**src/rtl/apb_vgachargen_if.sv**
```systemverilog
// APB3 slave feeding port A of the text-mode char map, colour map and writable char table.
// Byte-wide map accesses and 128-bit glyph read-modify-write are sequenced over several cycles while PREADY is held low.
module apb_vgachargen_if #(
    parameter int MAP_ENTRIES  = 2400,
    parameter int CH_T_ENTRIES = 128,
    parameter int APB_ADDR_W   = 14
) (
    input  logic                  clk_i,
    input  logic                  arst_i,
    input  logic                  psel_i,
    input  logic                  penable_i,
    input  logic                  pwrite_i,
    input  logic [APB_ADDR_W-1:0] paddr_i,
    input  logic [31:0]           pwdata_i,
    input  logic [3:0]            pstrb_i,
    output logic [31:0]           prdata_o,
    output logic                  pready_o,
    output logic                  pslverr_o,
    output logic [11:0]           ch_map_addr_o,
    output logic [7:0]            ch_map_data_o,
    output logic                  ch_map_wen_o,
    input  logic [7:0]            ch_map_data_i,
    output logic [11:0]           col_map_addr_o,
    output logic [7:0]            col_map_data_o,
    output logic                  col_map_wen_o,
    input  logic [7:0]            col_map_data_i,
    output logic [6:0]            ch_t_rw_addr_o,
    output logic [127:0]          ch_t_rw_data_o,
    output logic                  ch_t_rw_wen_o,
    input  logic [127:0]          ch_t_rw_data_i
);

    localparam logic [2:0] S_IDLE   = 3'd0;
    localparam logic [2:0] S_MAP_WR = 3'd1;
    localparam logic [2:0] S_MAP_RD = 3'd2;
    localparam logic [2:0] S_CT_RD  = 3'd3;
    localparam logic [2:0] S_CT_MOD = 3'd4;
    localparam logic [2:0] S_RESP   = 3'd5;

    logic [2:0]   state_q, state_d;
    logic [2:0]   cnt_q, cnt_d;
    logic [9:0]   waddr_q, waddr_d;
    logic [31:0]  wdata_q, wdata_d;
    logic [3:0]   strb_q, strb_d;
    logic         write_q, write_d;
    logic         err_q, err_d;
    logic         col_q, col_d;
    logic [31:0]  rdata_q, rdata_d;

    logic [11:0]  map_addr;
    logic [7:0]   map_data;
    logic         map_wen;
    logic [6:0]   ct_addr;
    logic [127:0] ct_wdata;
    logic         ct_wen;
    logic [127:0] merged;

    logic         map_off_ok, ch_hit, col_hit, ct_hit;
    logic [11:0]  map_base;
    logic [7:0]   lane_byte;
    logic [7:0]   map_rd_byte;
    logic [1:0]   rd_lane;
    logic [1:0]   ct_lane;
    logic [6:0]   ct_entry;
    logic         unused_lsbs;

    assign unused_lsbs = ^paddr_i[1:0];

    assign map_off_ok  = paddr_i[11:0] < 12'(MAP_ENTRIES);
    assign ch_hit      = (paddr_i[13:12] == 2'b00) && map_off_ok;
    assign col_hit     = (paddr_i[13:12] == 2'b01) && map_off_ok;
    assign ct_hit      = (paddr_i[13:11] == 3'b100) && (int'(paddr_i[10:4]) < CH_T_ENTRIES);

    assign map_base    = {waddr_q, 2'b00};
    assign lane_byte   = wdata_q[{cnt_q[1:0], 3'b000} +: 8];
    assign map_rd_byte = col_q ? col_map_data_i : ch_map_data_i;
    // Read data lags the issued address by one cycle, so count k fills lane k-1.
    assign rd_lane     = cnt_q[1:0] - 2'd1;
    assign ct_lane     = waddr_q[1:0];
    assign ct_entry    = waddr_q[8:2];

    always_comb begin
        state_d  = state_q;
        cnt_d    = cnt_q;
        waddr_d  = waddr_q;
        wdata_d  = wdata_q;
        strb_d   = strb_q;
        write_d  = write_q;
        err_d    = err_q;
        col_d    = col_q;
        rdata_d  = rdata_q;
        map_addr = '0;
        map_data = '0;
        map_wen  = 1'b0;
        ct_addr  = '0;
        ct_wdata = '0;
        ct_wen   = 1'b0;
        merged   = ch_t_rw_data_i;
        for (int b = 0; b < 4; b++) begin
            if (strb_q[b]) begin
                merged[int'(ct_lane) * 32 + b * 8 +: 8] = wdata_q[b * 8 +: 8];
            end
        end

        case (state_q)
            S_IDLE: begin
                if (psel_i && penable_i) begin
                    waddr_d = paddr_i[11:2];
                    wdata_d = pwdata_i;
                    strb_d  = pstrb_i;
                    write_d = pwrite_i;
                    rdata_d = '0;
                    cnt_d   = '0;
                    err_d   = 1'b0;
                    col_d   = 1'b0;
                    if (ch_hit) begin
                        state_d = pwrite_i ? S_MAP_WR : S_MAP_RD;
                    end else if (col_hit) begin
                        col_d   = 1'b1;
                        state_d = pwrite_i ? S_MAP_WR : S_MAP_RD;
                    end else if (ct_hit) begin
                        state_d = S_CT_RD;
                    end else begin
                        err_d   = 1'b1;
                        state_d = S_RESP;
                    end
                end
            end
            S_MAP_WR: begin
                // Counts 0..3 write one lane each; count 4 is a quiet turnaround cycle.
                if (cnt_q < 3'd4) begin
                    map_addr = map_base | {10'd0, cnt_q[1:0]};
                    map_data = lane_byte;
                    map_wen  = strb_q[cnt_q[1:0]];
                    cnt_d    = cnt_q + 3'd1;
                end else begin
                    state_d = S_RESP;
                end
            end
            S_MAP_RD: begin
                if (cnt_q < 3'd4) begin
                    map_addr = map_base | {10'd0, cnt_q[1:0]};
                end
                if (cnt_q >= 3'd1 && cnt_q <= 3'd4) begin
                    rdata_d[{rd_lane, 3'b000} +: 8] = map_rd_byte;
                end
                if (cnt_q == 3'd5) begin
                    state_d = S_RESP;
                end else begin
                    cnt_d = cnt_q + 3'd1;
                end
            end
            S_CT_RD: begin
                ct_addr = ct_entry;
                state_d = S_CT_MOD;
            end
            S_CT_MOD: begin
                ct_addr = ct_entry;
                if (write_q) begin
                    ct_wdata = merged;
                    ct_wen   = 1'b1;
                end else begin
                    rdata_d = ch_t_rw_data_i[int'(ct_lane) * 32 +: 32];
                end
                state_d = S_RESP;
            end
            S_RESP: begin
                state_d = S_IDLE;
            end
            default: begin
                state_d = S_IDLE;
            end
        endcase
    end

    always_ff @(posedge clk_i or posedge arst_i) begin
        if (arst_i) begin
            state_q <= S_IDLE;
            cnt_q   <= '0;
            waddr_q <= '0;
            wdata_q <= '0;
            strb_q  <= '0;
            write_q <= 1'b0;
            err_q   <= 1'b0;
            col_q   <= 1'b0;
            rdata_q <= '0;
        end else begin
            state_q <= state_d;
            cnt_q   <= cnt_d;
            waddr_q <= waddr_d;
            wdata_q <= wdata_d;
            strb_q  <= strb_d;
            write_q <= write_d;
            err_q   <= err_d;
            col_q   <= col_d;
            rdata_q <= rdata_d;
        end
    end

    assign pready_o       = (state_q == S_RESP);
    assign pslverr_o      = pready_o && err_q;
    assign prdata_o       = (pready_o && !write_q && !err_q) ? rdata_q : 32'd0;

    assign ch_map_addr_o  = col_q ? 12'd0 : map_addr;
    assign ch_map_data_o  = col_q ? 8'd0  : map_data;
    assign ch_map_wen_o   = map_wen && !col_q;
    assign col_map_addr_o = col_q ? map_addr : 12'd0;
    assign col_map_data_o = col_q ? map_data : 8'd0;
    assign col_map_wen_o  = map_wen && col_q;
    assign ch_t_rw_addr_o = ct_addr;
    assign ch_t_rw_data_o = ct_wdata;
    assign ch_t_rw_wen_o  = ct_wen;

endmodule

```
**config.mk**
```make
export PLATFORM = sky130hd
export DESIGN_NAME = apb_vgachargen_if
export DESIGN_NICKNAME = d
export VERILOG_FILES = /design/src/rtl/apb_vgachargen_if.sv
export SDC_FILE = /design/constraint.sdc
export NUM_CORES = 1
export LEC_CHECK = 0
export ABC_AREA = 1
export CORE_AREA = 2 2 158 160
export CTS_BUF_LIST = sky130_fd_sc_hd__clkbuf_4 sky130_fd_sc_hd__clkbuf_8 sky130_fd_sc_hd__clkbuf_16
export CTS_CLUSTER_SIZE = 24
export DETAILED_ROUTE_END_ITERATION = 8
export DIE_AREA = 0 0 160 162
export GPL_TIMING_DRIVEN = 0
export HOLD_SLACK_MARGIN = 0.05
export PLACE_DENSITY = 0.76
export SKIP_LAST_GASP = 1
export SYNTH_ARGS = -nofsm -noshare
export SYNTH_HDL_FRONTEND = slang
export SYNTH_SLANG_ARGS = --single-unit
```
**constraint.sdc**
```tcl
create_clock -name clk_i -period 4.93 [get_ports clk_i]
set_clock_uncertainty 0.15 [all_clocks]
set_input_delay 0.986 -clock clk_i [delete_from_list [all_inputs] [get_ports clk_i]]
set_output_delay 0.986 -clock clk_i [all_outputs]
set_load 0.05 [all_outputs]
```
# Word level (Yosys, flattened, before mapping)
# Index checks and enable logic that the tools add are counted.
[classes] eq_ne=15 n_lt_le_gt_ge=5 shift=12 muxes=49 bitwise=1 reduce_logical=22 n_addsub=10
[op_table] operator="2-to-1 mux 128 bit" count=6
[op_table] operator="bitwise mux 128 bit" count=4
[op_table] operator="variable shift 8 x 33 -> 128 bit, first input constant" count=4
[op_table] operator="variable part select 8 x 33 -> 128 bit" count=4
[op_table] operator="2-to-1 mux 32 bit" count=4
[op_table] operator="variable part select 128 x 8 -> 32 bit" count=1
[op_table] operator="negation 8 -> 33 bit" count=3
[op_table] operator="case mux 32 bit (3 select lines)" count=1
[op_table] operator="2-to-1 mux 12 bit" count=4
[op_table] operator="2-to-1 mux 8 bit" count=5
[op_table] operator="negation 7 -> 33 bit" count=1
[op_table] operator="bitwise mux 32 bit" count=1
[op_table] operator="variable shift 8 x 7 -> 32 bit, first input constant" count=1
[op_table] operator="variable part select 32 x 6 -> 8 bit" count=1
[op_table] operator="variable part select 8 x 7 -> 32 bit" count=1
[op_table] operator="2-to-1 mux 3 bit" count=9
[op_table] operator="adder 7 x 5 -> 8 bit, second input constant" count=2
[op_table] operator="case mux 3 bit (5 select lines)" count=1
[op_table] operator="!= test 2 bit, second input constant" count=7
[op_table] operator="equality test 3 bit, second input constant" count=4
[op_table] operator="< comparator 12 bit, second input constant" count=1
[op_table] operator="bitwise OR 12 x 2 -> 12 bit" count=1
[op_table] operator="2-to-1 mux 1 bit" count=10
[op_table] operator="logical AND 1 bit" count=9
[op_table] operator="other kinds (23)" count=29
[word_totals] output_inout_bits=212 in_bits=199 ff_bits=87 word_cells=123

# Longest topological paths before layout
[depth] word_depth=12 depth_mapped=12 ltp_nobuf=11

# Least setup slack after synthesis
# Ideal clock, no wire load.
[synth_timing] path_kind="reg2out" from="register waddr_q[0]" to="output port ch_t_rw_data_o[5]" n_path_buf=3 setup_slack_ns=1.095 path_stages_with_launch=11 arrival_time_ns=2.699 cell_sequence="dfrtp_1 buf_2 inv_1 buf_2 buf_2 ha_1 nand2_1 inv_1 nand4_4 or2_2 a21oi_1"
[synth_between] elab_chain_len=12 word_cells_on_any_way=25
[synth_rtl] element="from (decl)" line="42" text="logic [9:0] waddr_q, waddr_d;"
[synth_rtl] element="from (signal assigned)" line="190" text="waddr_q <= waddr_d;"
[synth_rtl] element="branches (longest 9 deep; another with negation 8 -> 33 bit)"
[synth_rtl] element="2-to-1 mux 128 bit (*)" line="100" text="if (strb_q[b]) begin"
[synth_rtl] element="2-to-1 mux 128 bit (*)" line="159" text="if (write_q) begin"
[synth_rtl] element="2-to-1 mux 128 bit (*)" line="105" text="case (state_q)"
[synth_rtl] element="to (decl)" line="28" text="output logic [127:0] ch_t_rw_data_o,"
# Every way passes the cells marked *.

# Worst setup path after layout
[layout_timing] from="register waddr_q[1]" to="output port ch_t_rw_data_o[42]"
# The elaborated chain is that of the path after synthesis.

==> impl_metrics.toml <==
[yosys]
synth-simple-area-share = 0.426
synthArstFlopShare = 1.00
synthCells = 1494
synth_xor_area_frac = 0.00102
ys_warn_count = 0
synth-seq-cells = 87
synth.avg_cell_area_um2 = 5.72
synth_top_area_frac = 0.255
synth_nets = 1704
ys_seq_area_frac = 0.255
yosys.cell_types.count = 30
synth_compound_area_frac = 0.189
ys.flop_type = "dfrtp_1"
synth_mux_area_frac = 0
synth_fa_ha_area_frac = 0.0161
netlist_area_um2 = 8550
synth_top_area_cell = "dfrtp_1"
synth_edf_count = 0
synth_area_leaders = "dfrtp_1, nand2_1, nor2_1, a22oi_1, nand3_1"
synth_top_family_by_area = "simple AND/OR/NAND/NOR gates"

[die]
ios = 411
row_count = 57
dieHeight_um = 162
die_w_um = 160
start_util = 0.355
core_area_um2 = 24100
dieArea_um2 = 25900

[sta]
fin_ws_ns = 0.0736
layout_min_cycle_time_ns = 4.86
rsz0062_at_grt = "no"
worstMarginPinSlew_ns = 0.970
finalHoldViolations = 0
slew_headroom = 0.352
slew_violations = 0
min_period_over_period = 0.985
setup_viol = 0
hold_ws_ns = 0.333
fmax_ghz = 0.206

[clocking]
cts.sinks = 87
cts_made_buffers = 9
cts_root_buf = "clkbuf_16"
clk_latency_ns = 0.36
clockBufferDepth = 2
cts.clk_slew.worst_paths_ns = 0.07
cts.htree.levels = 3
cts_tree = "built"
hold_buffers = 0

[final_layout]
area_growth_pct = 56.5
fill_cells = 2531
nets = 2123
drive_gt1_frac = 0.0542
final_cell_count_no_fill = 2248

[global_routing]
grt-ovfl-total = 0
grt_pass1_vias = 11959
grt_max_degree = 60
track_usage = 0.404
grt_pass1_wl_mm = 77.6
antenna_found_initial = 6

[power_and_ir_drop]
p_leak_nw = 6.61
p_comb_frac = 0.734
power_mw = 7.71
power.switching_fraction = 0.604
power_density_nw_per_um2 = 576
vdd_drop_max_mv = 0.602
power.share.clock = 0.108
p_int_mw = 3.05
p_seq_frac = 0.158
switching_power_mw = 4.66

[placement]
pre_cts_ws_ns = -0.116
io_buffers = 408
placedCellCount = 2227
dp_hpwl_mm = 44.3
gp_congestion = 1.07

[setup_path]
cp_slowest_cell = "clkdlybuf4s50_1"
path_class = "flop to output port"
critPathCaptureType = "output port"
cp.arrival_ns = 3.72
cp_common_cell = "nor2_1"
slowest_delay_ns = 0.85
crit_path_start_kind = "flop"
critPathTopFamily = "buffers and inverters"
crit_path_cell_trace = "inv_2 -> ha_1 -> nand2_1 -> nor2_1 -> a22oi_1 -> nor2_1 -> clkdlybuf4s50_1"
cp.required_ns = 3.79
timing.critical_path.buf_inv = 2
critPathMaxFanout = 15

[status]
status = "completed"

[job]
drv_cap = 0

[route]
first_pass_iters = 8
wl_per_cell_um = 24.2
drtAntennaViolNets = 0
drt-total-wl_mm = 54.4
vias_per_cell = 5.63
drtIter0Drc = 1927
vias = 12651
post-route-drc-count = 0

[worst_hold_path]
hold_class = "flop to flop"
## metrics by stage
step	TNS (ns)	util	area, um2
after global placement	-4.28	0.541	13000
after detailed placement	-0.365	0.542	13100
after CTS	0	0.555	13400
final	0	0.555	13400
after global routing	0	0.555	13400
after floorplan	0	-	8550
## routing by layer
layer | share of wire | vias up | GRT usage
met2 | 0.44 | 912 | 0.638
met5 | 0 | - | 0
li1 | - | 5662 | -
met1 | 0.39 | 5920 | 0.531
met4 | 0.048 | 0 | 0.177
met3 | 0.11 | 157 | 0.0894
## power groups by stage
stage               Combinational, mW  Clock [mW]  Sequential, mW
floorplan                        3.57           0            1.12
global placement                 5.49           0            1.21
detailed placement               5.51           0            1.21
CTS                              5.52       0.830            1.20
global route                     5.97       0.860            1.24
finish                           5.66       0.831            1.22
## final cells by class
cell class                      count  area, um2  area share
Multi-Input combinational cell   1173       5440       0.406
Timing Repair Buffer              409       4040       0.302
Sequential cell                    87       2180       0.163
Inverter                          142        536      0.0400
Buffer                             91        429      0.0321
Tap cell                          324        405      0.0303
Clock buffer                       11        240      0.0180
Clock inverter                      5        106     0.00795
Antenna cell                        6       15.0     0.00112
## registers in the layout (all words and copies together) (netlist names), 3 cells and up
| signal | count |
|---|---|
| waddr_q | 10 |
| strb_q | 4 |
| rdata_q | 32 |
| cnt_q | 3 |
| wdata_q | 32 |
| state_q | 3 |
## what timing repair did
action,CTS,global route
hold endpoints to repair,0,0
setup endpoints to repair,88,39
gates cloned,0,0
buffers inserted,0,0
gates resized for setup,55,58
## worst reg2reg max path, delay by kind of cell (launching register included)
| family | cells | cell delay, ns |
|---|---|---|
| adder cells (fa/ha/maj) | 1 | 0.29 |
| AND/OR/NAND/NOR | 7 | 0.99 |
| flip-flops | 1 | 0.51 |
| buffers and inverters | 3 | 1.28 |
## logic make-up (layout without fill, tap and decap cells)
group | Yosys count | after routing
AOI/OAI and AO/OA | 256 | 256
xor gates and xnor gates | 1 | 1
and+or+nand+nor | 905 | 905
adders and majority gates | 11 | 11
other | 0 | 6
DFF | 87 | 87
buffers and inverters | 234 | 658
## cells in the final DEF, fill, tap and decap left out, types with 6 or more instances in the layout
master,n
a21oi_1,68
a22oi_1,112
buf_2,34
buf_4,8
clkbuf_1,42
clkbuf_16,9
clkbuf_2,18
clkdlybuf4s50_1,344
dfrtp_1,87
diode_2,6
dlygate4sd2_1,25
dlymetal6s2s_1,18
ha_1,11
inv_1,134
nand2_1,461
nand3_1,104
nor2_1,293
nor2_2,6
nor3_1,23
o211ai_1,7
o21a_1,8
o21ai_0,49
o22ai_1,9
## cells in the mapped netlist, types with 5 or more instances
master      n
inv_2       5
dfrtp_1    87
nor3_1     23
nand2_1   461
inv_1     135
o211ai_1    7
o21ai_0    49
o22ai_1     9
buf_2      34
a22oi_1   112
a21oi_1    68
clkbuf_1   43
buf_1       5
ha_1       11
o21a_1      8
nand3_1   104
nor2_1    301
buf_4       8
## final timing paths
check / start / to / slack (ns) / depth (start not counted)
max in group asynchronous: arst_i / wdata_q[20] / 3.14 / 3
max reg2reg: cnt_q[1] / rdata_q[24] / 1.65 / 11
min: rdata_q[18] / rdata_q[18] / 0.33 / 2
min reg2reg: rdata_q[18] / rdata_q[18] / 0.33 / 2
min in group asynchronous: arst_i / col_q / 0.82 / 2
max: waddr_q[1] / ch_t_rw_data_o[42] / 0.07 / 7
Power figures use the tool's default switching activity.
